File: config.mk
export PLATFORM = sky130hd
export DESIGN_NAME = add_pipe_arbiter
export DESIGN_NICKNAME = d
export VERILOG_FILES = /design/src/rtl/add_arb_pkg.sv /design/src/rtl/rr_arbiter.sv /design/src/rtl/add_pipe_arbiter.sv
export SDC_FILE = /design/constraint.sdc
export NUM_CORES = 1
export LEC_CHECK = 0
export ABC_AREA = 1
export CAP_MARGIN = 30
export CORE_AREA = 2 2 157 159
export DETAILED_ROUTE_END_ITERATION = 10
export DIE_AREA = 0 0 159 161
export HOLD_SLACK_MARGIN = 0.05
export PLACE_DENSITY_LB_ADDON = 0.1
export SKIP_CTS_REPAIR_TIMING = 1
export SYNTH_ARGS = -nofsm -noshare
export SYNTH_HDL_FRONTEND = slang
export SYNTH_SLANG_ARGS = --single-unit
File: constraint.sdc
create_clock -name clk -period 7.9 [get_ports clk]
set_input_delay 1.58 -clock clk [delete_from_list [all_inputs] [get_ports clk]]
set_output_delay 1.58 -clock clk [all_outputs]
set_load 0.03 [all_outputs]
File: src/rtl/add_arb_pkg.sv
// add_arb_pkg
//   Shared types and defaults for the add_pipe_arbiter slice.
//   - calc_id_w : width of a requester index for a given requester count
//   - tag_t     : one stage of the result-ownership pipeline {valid, id}
//   The tag id field is sized for the largest supported requester count (16),
//   so narrower configurations zero-extend into it.
package add_arb_pkg;

    localparam int NUM_REQ_DEF = 4;
    localparam int DATA_W_DEF  = 32;
    localparam int LATENCY_DEF = 2;
    localparam int MAX_ID_W    = 4;

    function automatic int calc_id_w(input int n);
        return (n < 2) ? 1 : $clog2(n);
    endfunction

    typedef struct packed {
        logic                valid;
        logic [MAX_ID_W-1:0] id;
    } tag_t;

endpackage

File: src/rtl/rr_arbiter.sv
// rr_arbiter
//   Purely combinational round-robin pick: the first set bit of req at or
//   after ptr, wrapping modulo N.
//   Ports:
//     req     in  N     request vector
//     ptr     in  ID_W  search start index
//     gnt     out N     one-hot-or-zero grant
//     gnt_id  out ID_W  encoded index of gnt (0 when no grant)
//     gnt_any out 1     a grant was made
module rr_arbiter #(
    parameter int N    = 4,
    parameter int ID_W = 2
) (
    input  logic [N-1:0]    req,
    input  logic [ID_W-1:0] ptr,
    output logic [N-1:0]    gnt,
    output logic [ID_W-1:0] gnt_id,
    output logic            gnt_any
);

    always_comb begin
        logic [ID_W-1:0] idx;
        gnt     = '0;
        gnt_id  = '0;
        gnt_any = 1'b0;
        idx     = '0;
        for (int k = 0; k < N; k++) begin
            idx = ID_W'((int'(ptr) + k) % N);
            if (!gnt_any && req[idx]) begin
                gnt_any  = 1'b1;
                gnt[idx] = 1'b1;
                gnt_id   = idx;
            end
        end
    end

endmodule

File: src/rtl/add_pipe_arbiter.sv
// add_pipe_arbiter
//   Shares one registered-in/registered-out adder among NUM_REQ requesters.
//   One operand pair is granted per cycle (round robin), steered onto
//   add_x/add_y, and its owner id travels down a LATENCY-deep tag pipeline so
//   that resp_valid/resp_id line up with the sum on add_out.
//   Ports:
//     clk, rst            clock, synchronous active-high reset
//     en                  gate for new grants (in-flight ops still complete)
//     req_valid/req_ready per-requester handshake (ready is one-hot-or-zero)
//     req_x/req_y         packed operands, requester i at [i*DATA_W +: DATA_W]
//     add_x/add_y         operands to the adder (0 when nothing is granted)
//     add_out             adder result
//     resp_valid/id/data  result and its owner
//     idle                no operation in flight
//     stat_grants/busy    only with ADD_ARB_STATS_EN: per-requester grant
//                         counters and busy-cycle counter, 32-bit wrapping
module add_pipe_arbiter
    import add_arb_pkg::*;
#(
    parameter  int NUM_REQ = NUM_REQ_DEF,
    parameter  int DATA_W  = DATA_W_DEF,
    parameter  int LATENCY = LATENCY_DEF,
    localparam int ID_W    = calc_id_w(NUM_REQ)
) (
    input  logic                      clk,
    input  logic                      rst,
    input  logic                      en,
    input  logic [NUM_REQ-1:0]        req_valid,
    output logic [NUM_REQ-1:0]        req_ready,
    input  logic [NUM_REQ*DATA_W-1:0] req_x,
    input  logic [NUM_REQ*DATA_W-1:0] req_y,
    output logic [DATA_W-1:0]         add_x,
    output logic [DATA_W-1:0]         add_y,
    input  logic [DATA_W-1:0]         add_out,
    output logic                      resp_valid,
    output logic [ID_W-1:0]           resp_id,
    output logic [DATA_W-1:0]         resp_data,
`ifdef ADD_ARB_STATS_EN
    output logic [NUM_REQ*32-1:0]     stat_grants,
    output logic [31:0]               stat_busy,
`endif
    output logic                      idle
);

    logic [ID_W-1:0]    rr_ptr_q, rr_ptr_d;
    logic [NUM_REQ-1:0] arb_req;
    logic [NUM_REQ-1:0] gnt;
    logic [ID_W-1:0]    gnt_id;
    logic               gnt_any;
    tag_t               tag_q [LATENCY];
    tag_t               tag_d [LATENCY];

    // Masking with rst keeps ready low during reset without a registered
    // gate, so a grant can never be issued into a pipeline being cleared.
    assign arb_req = (en && !rst) ? req_valid : '0;

    rr_arbiter #(.N(NUM_REQ), .ID_W(ID_W)) u_rr (
        .req     (arb_req),
        .ptr     (rr_ptr_q),
        .gnt     (gnt),
        .gnt_id  (gnt_id),
        .gnt_any (gnt_any)
    );

    assign req_ready = gnt;

    // One-hot select; all-zero grant leaves the adder inputs at 0.
    always_comb begin
        add_x = '0;
        add_y = '0;
        for (int i = 0; i < NUM_REQ; i++) begin
            if (gnt[i]) begin
                add_x = req_x[i*DATA_W +: DATA_W];
                add_y = req_y[i*DATA_W +: DATA_W];
            end
        end
    end

    always_comb begin
        rr_ptr_d = rr_ptr_q;
        if (gnt_any)
            rr_ptr_d = (int'(gnt_id) == NUM_REQ - 1) ? '0 : gnt_id + 1'b1;
    end

    always_comb begin
        tag_d[0].valid = gnt_any;
        tag_d[0].id    = MAX_ID_W'(gnt_id);
        for (int i = 1; i < LATENCY; i++)
            tag_d[i] = tag_q[i-1];
    end

    always_ff @(posedge clk) begin
        if (rst) begin
            rr_ptr_q <= '0;
            for (int i = 0; i < LATENCY; i++)
                tag_q[i] <= '0;
        end else begin
            rr_ptr_q <= rr_ptr_d;
            for (int i = 0; i < LATENCY; i++)
                tag_q[i] <= tag_d[i];
        end
    end

    assign resp_valid = tag_q[LATENCY-1].valid;
    assign resp_id    = tag_q[LATENCY-1].id[ID_W-1:0];
    assign resp_data  = add_out;

    always_comb begin
        idle = 1'b1;
        for (int i = 0; i < LATENCY; i++)
            if (tag_q[i].valid)
                idle = 1'b0;
    end

`ifdef ADD_ARB_STATS_EN
    logic [NUM_REQ-1:0][31:0] grants_q, grants_d;
    logic [31:0]              busy_q, busy_d;

    always_comb begin
        for (int i = 0; i < NUM_REQ; i++)
            grants_d[i] = grants_q[i] + {31'b0, gnt[i]};
        busy_d = busy_q + {31'b0, ~idle};
    end

    always_ff @(posedge clk) begin
        if (rst) begin
            grants_q <= '0;
            busy_q   <= '0;
        end else begin
            grants_q <= grants_d;
            busy_q   <= busy_d;
        end
    end

    assign stat_grants = grants_q;
    assign stat_busy   = busy_q;
`else
    // Statistics build option off: no counters are instantiated.
`endif

endmodule

Yosys cells after proc, flatten, opt, wreduce, memory -nomap -nowiden
Memory sizes are Yosys's and may differ from the RTL's.
Cells that the tools add are included.
{"block": "classes", "shifts": 0, "n_reduce_logical": 12, "multipliers": 0, "n_eq_ne": 1, "bitwise_logic": 5, "n_div": 0, "order_cmp": 8, "mux": 45, "add_sub_neg": 4}
{"cell": "32-bit two-way mux", "n": 8}
{"cell": "4-bit two-way mux", "n": 5}
{"cell": "1-bit two-way mux", "n": 17}
{"cell": "2-bit by 3-bit < comparator with 1-bit output (second input constant)", "n": 4}
{"cell": "4-bit OR", "n": 3}
{"cell": "2-bit two-way mux", "n": 5}
{"cell": "5-bit two-way mux", "n": 2}
{"cell": "1-bit binary-select mux with 2-bit select", "n": 4}
{"cell": "1-bit demux with 2-bit select", "n": 4}
{"cell": "2-bit by 1-bit >= comparator with 1-bit output (second input constant)", "n": 4}
{"cell": "1-bit logical AND", "n": 8}
{"cell": "2-bit by 1-bit adder with 2-bit output (second input constant)", "n": 2}
{"cell": "2-bit adder (second input constant)", "n": 2}
{"cell": "1-bit zero test", "n": 4}
{"cell": "2-bit by 1-bit equality test with 1-bit output (second input constant)", "n": 1}
{"cell": "1-bit OR", "n": 2}
{"block": "word_totals", "output_inout_bits": 104, "latchBits": 0, "mem_bits_rw": 10, "ff_bits": 2, "mem_bits_ro": 0, "wordCells": 77, "memories": 1}
{"memory": "tag_q", "words": 2, "word_bits": 5, "rd": 2, "rd_ports_with_merged_regs": 0, "write_ports": 2, "line": "add_pipe_arbiter.sv:50", "text": "tag_t tag_q [LATENCY];"}

Logic depth before layout (Yosys ltp)
Gate-level depths: netlist of the first run.
{"block": "depth", "depth_word": 19, "mapped_depth": 17, "ltp_nobuf": 15}

By module
Synthesis of the first run repeated with hierarchy kept, for this count alone.
{"block": "unflattened", "cells_unflattened": 706, "area_unflattened_um2": 3656.0}
{"mod": "add_pipe_arbiter", "cells_per_inst": 632, "n_inst": 1, "seq_area_each_um2": 160.2, "area_each_um2": 3215.6}
{"mod": "rr_arbiter", "cells_per_inst": 74, "n_inst": 1, "seq_area_each_um2": 0.0, "area_each_um2": 440.4}

Worst setup path before layout of the first run
OpenSTA, ideal clock, no wires.
{"block": "synth_path", "path_type": "in2out", "from": "in en", "to": "out add_x[22]", "stages": 14, "required_time_ns": 6.320, "path_buffers": 3, "arrival_ns": 3.197, "path_slack_ns": 3.123, "cell_sequence": "buf_2 -> nand3_2 -> nand2_2 -> nand3_2 -> nand2_4 -> nor2_8 -> nand3_2 -> inv_2 -> nand2_1 -> nand3b_2 -> buf_6 -> buf_2 -> nand2_1 -> nand2_1"}
{"block": "synth_between", "elab_cells_between_ends": 30, "classes_between": "mux: 20; bitwise: 3; reduce/logical: 7"}
{"item": "from (decl)", "line": "add_pipe_arbiter.sv:27", "text": "input logic en,"}
{"item": "1-bit logical AND *", "line": "add_pipe_arbiter.sv:55", "text": "assign arb_req = (en && !rst) ? req_valid : '0;"}
{"item": "4-bit two-way mux *", "line": "add_pipe_arbiter.sv:55"}
{"item": "1-bit binary-select mux with 2-bit select", "line": "rr_arbiter.sv:29", "text": "if (!gnt_any && req[idx]) begin"}
{"item": "1-bit two-way mux (implied by the code)", "line": "rr_arbiter.sv:29"}
{"item": "1-bit two-way mux", "line": "rr_arbiter.sv:29"}
{"item": "1-bit zero test", "line": "rr_arbiter.sv:29"}
{"item": "1-bit logical AND", "line": "rr_arbiter.sv:29"}
{"item": "1-bit two-way mux", "line": "rr_arbiter.sv:29"}
{"item": "1-bit zero test", "line": "rr_arbiter.sv:29"}
{"item": "1-bit logical AND", "line": "rr_arbiter.sv:29"}
{"item": "1-bit two-way mux", "line": "rr_arbiter.sv:29"}
{"item": "1-bit zero test", "line": "rr_arbiter.sv:29"}
{"item": "1-bit logical AND", "line": "rr_arbiter.sv:29"}
{"item": "4-bit two-way mux *", "line": "rr_arbiter.sv:29"}
{"item": "via req_ready[3]", "line": "add_pipe_arbiter.sv:29", "text": "output logic [NUM_REQ-1:0] req_ready,"}
{"item": "32-bit two-way mux *", "line": "add_pipe_arbiter.sv:72", "text": "if (gnt[i]) begin"}
{"item": "to (decl)", "line": "add_pipe_arbiter.sv:32", "text": "output logic [DATA_W-1:0] add_x,"}
The timed path passes the listed nets; every way through them passes the cells marked *. The select of a mux whose other input is x is not followed.

Final worst setup path of the first run
{"block": "layout_path", "from": "in rst", "to": "out add_x[18]"}
{"block": "layout_between", "elab_chain_cells": 19, "elab_cells_between_ends": 31, "classes_between": "mux: 20; bitwise: 3; reduce/logical: 8"}
{"item": "from (decl)", "line": "add_pipe_arbiter.sv:26", "text": "input logic rst,"}
{"item": "1-bit zero test *", "line": "add_pipe_arbiter.sv:55"}
{"item": "1-bit logical AND *", "line": "add_pipe_arbiter.sv:55"}
{"item": "4-bit two-way mux *", "line": "add_pipe_arbiter.sv:55"}
{"item": "1-bit binary-select mux with 2-bit select", "line": "rr_arbiter.sv:29"}
{"item": "1-bit two-way mux (implied by the code)", "line": "rr_arbiter.sv:29"}
{"item": "1-bit two-way mux", "line": "rr_arbiter.sv:29"}
{"item": "1-bit zero test", "line": "rr_arbiter.sv:29"}
{"item": "1-bit logical AND", "line": "rr_arbiter.sv:29"}
{"item": "1-bit two-way mux", "line": "rr_arbiter.sv:29"}
{"item": "1-bit zero test", "line": "rr_arbiter.sv:29"}
{"item": "1-bit logical AND", "line": "rr_arbiter.sv:29"}
{"item": "1-bit two-way mux", "line": "rr_arbiter.sv:29"}
{"item": "1-bit zero test", "line": "rr_arbiter.sv:29"}
{"item": "1-bit logical AND", "line": "rr_arbiter.sv:29"}
{"item": "4-bit two-way mux *", "line": "rr_arbiter.sv:29"}
{"item": "32-bit two-way mux (3 in a row)", "line": "add_pipe_arbiter.sv:72"}
{"item": "32-bit two-way mux *", "line": "add_pipe_arbiter.sv:72"}
Mark *: on every way between the ends. The rest lies on a longest branch, timed or not. The select of a mux whose other input is x is not followed.

==> results of run 1 <==
## layer usage
metal  routed length [µm]  track usage
met1                 9540        0.203
met2                10500        0.284
met3                 1240       0.0293
met4                  183       0.0178
met5                    0            0
## kinds of logic after synthesis
| logic type | share of synthesized area |
|---|---|
| adders and majority gates | 0.0193 |
| buffers and inverters | 0.200 |
| and+or+nand+nor | 0.513 |
| AOI/OAI and AO/OA | 0.226 |
| DFF | 0.0411 |
## metrics by stage
| stage | util | total power, W | hold slack [ps] | area [µm²] |
|---|---|---|---|---|
| after global routing | 0.299 | 0.00454 | 439 | 7160 |
| after global placement | 0.296 | 0.00416 | 436 | 7080 |
| final | 0.299 | 0.00416 | 413 | 7160 |
| after CTS | 0.299 | 0.00424 | 419 | 7160 |
| after detailed placement | 0.296 | 0.00414 | 411 | 7080 |
| after floorplan | - | 0.00275 | 388 | 3900 |
## where the power goes
part           internal (W)  switching (W)
combinational       0.00150        0.00250
sequential        0.0000570      0.0000176
clock             0.0000651      0.0000181
## synthesized netlist by cell type, drive strengths merged
cell type    n  share of area
ha           6          0.019
a31oi        1         0.0016
o21ai        1         0.0013
nor2        76          0.078
nand3       87           0.13
inv         17          0.017
nand4        7          0.011
a21oi      130           0.22
buf         89           0.18
nand3b       1         0.0029
o22ai        1         0.0016
nand2      297           0.30
dfxtp        8          0.041
## critical path: cells and delay by family
family | cells | cell delay, ps
buf+inv | 5 | 1760
simple gates | 11 | 1630
compound gates | 1 | 90
## final timing paths
check | to | slack [ps] | depth (start not counted)
worst min-delay path | tag_q[0][5]$_SDFF_PP0_ | 410 | 2
worst max register to register | rr_ptr_q[1]$_SDFFE_PP0P_ | 5470 | 13
worst min register to register | tag_q[0][5]$_SDFF_PP0_ | 410 | 2
worst max-delay path | add_x[18] | 1220 | 17
## final cells by class
class                      instances  area [µm²]
clock buffer                       3        75.1
tap                              324         405
timing repair buffer             344        3470
inverter                          17        66.3
multi-input combinational        607        2980
fill                            2758       16800
sequential                         8         160
==> impl_metrics.ini, run 1 <==
[setup_path]
path_class = in2out
cp.required_ps = 6320
crit_fanout = 43
arrival_ps = 5100
crit_chain = clkdlybuf4s50_1 > inv_4 > nand3_2 > nand2_2 > nand3_2 > nand2_4 > nor2_8 > nand3_2 > inv_2 > nand2_4 > nand2_2 > buf_12 > a21oi_1 > nand2_1 > nand2_1 > nand2_1 > clkdlybuf4s50_1
cp-start-kind = input port
cp_slowest_stage_delay_ps = 660
end_kind = primary output
slowest_stage = clkdlybuf4s50_1
crit_path_start = rst

[clock_tree]
cts_buffer_depth = 2
clock-sinks = 8
cts_root_buffer = clkbuf_16
numCtsBuffers = 3
htree_num_levels = 1
cts_tree = done
clk_pin_slew_worst_paths_ps = 30
clkLatencyLatePin_ps = 230

[placement]
dp.cells = 1300
numPortBuffers = 334
dp_hpwl_um = 16400
dp_slack_ps = 1190
gp_congestion = 0.770

[sta]
tns_ps = 0
maxSlewHeadroom = 0.449
hold_violations = 0
clock.fmax_mhz = 150
fin_ws_ps = 1220
fin_worst_skew_ps = 0.870
max_slew.worst_pin.slew_ps = 827
period_share = 0.846
rsz0062_at_grt = no
setup_violations = 0
min_period_ps = 6680
timing.final.max_slew_violations = 0

[logic_synthesis]
syn_inst = 721
ys_ff_latch = 8
synth.cell_area_um2 = 3900
postSynthNetCount = 1022
ys.warnings.count = 0
syn_area_per_cell_um2 = 5.41
synth_cell_types = 24
yosysSeqAreaShare = 0.0411

[layout]
drive_gt1_frac = 0.101
synthToLayoutAreaGrowth_pct = 83.7
antenna_cells = 0
layout_common_cells = 334 x clkdlybuf4s50_1, 285 x nand2_1, 78 x nand3_1
nets = 1282
layoutNonFillerInstCount = 1303
final_common_cell = clkdlybuf4s50_1

[drt]
routedWlPerCell_um = 16.5
routed_wl_um = 21500
postRouteAntennaNets = 0
drt_pass1_iterations = 4
initialDrtViolationCount = 217
vias_per_cell = 4.14
drc_errors = 0
via_count = 5395

[floorplan]
start_util = 0.163
die_area_um2 = 25600
core_um2 = 24000
rows = 57
die_w_um = 159
num_io_pins = 399
chipHeight_um = 161

[global_route]
overflow = 0
antenna_found_initial = 0
first_global_vias = 5321
grt_max_degree = 66
grt_use_total = 0.158
grt_pass1_wl_um = 32400

[power_and_ir_drop]
p_leak_nw = 3.02
peakVddDrop_mv = 0.298
power_density_nw_per_um2 = 582

[job]
max-cap-violations = 0

[outcome]
status = finished clean

[hold_path]
min_from = tag_q[0][0]$_SDFF_PP0_
hp-class = reg2reg
No activity file was read; power rests on OpenSTA's default activity.
==> inputs of run 2 (changes only) <==
- CORE_AREA: 2 2 157 159 -> 2 2 156 158
- DIE_AREA: 0 0 159 161 -> 0 0 158 160
- clock period: 7.9 -> 5.6 ns (I/O delays scaled with it)
==> run 2 against run 1 <==
Against the previous run: register-to-register slack worse by 2300 ps; setup slack worse by 520 ps; sequential power up 41%; highest routed layer unchanged; core utilization down 0.29 points; cell count up 0.15%; clock power up 41%; non-clock buffer count up 1; worst hold slack better by 8.5 ps; final area down 1.6%; combinational power up 36%; critical endpoint is now req_ready[3].
==> impl_metrics.ini, run 2 (synthesis results as in run 1) <==
[outcome]
status = finished clean

[setup_path]
reg2regPathDepth = 13
cp_top_family = buffers and inverters
end_kind = primary output
cp.buffers_inverters = 4
crit_fanout = 27
cp-start-kind = input port
crit_path_start = rst
cp.required_ps = 4480
cp_slowest_stage_delay_ps = 800
path_class = in2out
arrival_ps = 3780
rrSetupSlack_ps = 3130
slowest_stage = clkdlybuf4s50_1
crit_chain = clkdlybuf4s50_1 > inv_4 > nand3_2 > nand2_2 > nand3_2 > nand2_4 > nor2_8 > nand3_2 > inv_2 > nand2_1 > nand3b_4 > clkdlybuf4s50_1
crit-reg2reg-capture = rr_ptr_q[1]$_SDFFE_PP0P_
crit_top_cell = nand3_2

[clock_tree]
clock-sinks = 8
cts_buffer_depth = 2
cts_tree = done
htree_num_levels = 1
clk_pin_slew_worst_paths_ps = 40
clkLatencyLatePin_ps = 230
numCtsBuffers = 3
cts_root_buffer = clkbuf_16

[sta]
fin_worst_skew_ps = 3.31
setup_violations = 0
hold_violations = 0
clock.fmax_mhz = 204
min_period_ps = 4900
timing.final.max_slew_violations = 0
tns_ps = 0
max_slew.worst_pin.slew_ps = 576
maxSlewHeadroom = 0.616
period_share = 0.875
rsz0062_at_grt = no

[layout]
multi_input_area_um2 = 2980
fill_cells = 2709
final_common_cell = nand2_1
layout_common_cells = 285 x nand2_1, 270 x clkdlybuf4s50_1, 78 x nand3_1
nets = 1283
drive_gt1_frac = 0.167
seqCellArea_um2 = 160
synthToLayoutAreaGrowth_pct = 80.8
final_util = 0.296
stdcell_area_um2 = 7050

[global_route]
grt_max_degree = 66
overflow = 0
antenna_found_initial = 0
gr-usage-met1 = 0.189
grt_use_met3 = 0.0372
first_global_vias = 5241
met2_usage = 0.299
busiest_layer = met2
grt_pass1_wl_um = 31600
grt_use_total = 0.158

[hold_path]
hp-class = reg2reg
min_from = tag_q[0][1]$_SDFF_PP0_
hold_depth = 2
hold_path_end = tag_q[0][6]$_SDFF_PP0_

[power_and_ir_drop]
p_leak_nw = 3.13
power_density_nw_per_um2 = 805
peakVddDrop_mv = 0.299

[floorplan]
core_um2 = 23800
chipHeight_um = 160
rows = 57
die_w_um = 158
start_util = 0.164
die_area_um2 = 25300
num_io_pins = 399

[placement]
gp_congestion = 0.760
dp_hpwl_um = 16100
placed_cell_area_um2 = 6970
numPortBuffers = 334

[drt]
routedWlPerCell_um = 16.5
vias_per_cell = 4.15
postRouteAntennaNets = 0
via_count = 5410
drt_pass1_iterations = 4
initialDrtViolationCount = 241
drc_errors = 0
routed_wl_um = 21500

[job]
max-cap-violations = 0
==> run 2: how the worst max path moves through the flow <==
stage                         to  slack (ps)  depth (start not counted)
finish              req_ready[3]         700                         12
global route           add_x[26]         460                         17
CTS                 req_ready[3]         650                         12
detailed placement  req_ready[3]         660                         12
global placement    req_ready[3]         670                         12
floorplan              add_x[22]        1740                         14
==> run 2: final cells by class <==
class	count	area share
repair buffers	345	0.476
multi-input cells	607	0.423
well taps	324	0.0575
flip-flops and latches	8	0.0227
clock buffers	3	0.0107
inverters	17	0.00941
diodes	1	0.000355
==> run 2: metal layers <==
metal / vias up / share of wire
met1: 2383 / 0.41
li1: 2823 / -
met4: 0 / 0.0027
met3: 4 / 0.084
met5: - / 0
met2: 200 / 0.50
==> run 2: stage by stage <==
stage	std cells	setup WS, ps	hold slack (ps)	power [W]
4_1_cts	1304	648	428	0.00578
2_1_floorplan	721	1740	388	0.00388
5_1_grt	1304	460	446	0.00620
3_5_place_dp	1301	658	421	0.00565
6_report	1305	699	421	0.00567
3_3_place_gp	1301	668	431	0.00568
==> run 2: report_power, final <==
group	total, W	switching [W]	internal (W)
Clock	0.000117	0.0000256	0.0000919
Sequential	0.000105	0.0000248	0.0000805
Combinational	0.00545	0.00354	0.00191
Total	0.00567	0.00359	0.00208
==> run 2: tightest hold or removal path, stage by stage, from the launching register on <==
cell	delay, ps
dfxtp_1	290
inv_1	40
nor2_1	40
==> inputs of run 3 (changes only) <==
- CAP_MARGIN: 30 -> 15
==> results of run 3 <==
Final layout, timing and power as in run 2 (identical DEF).
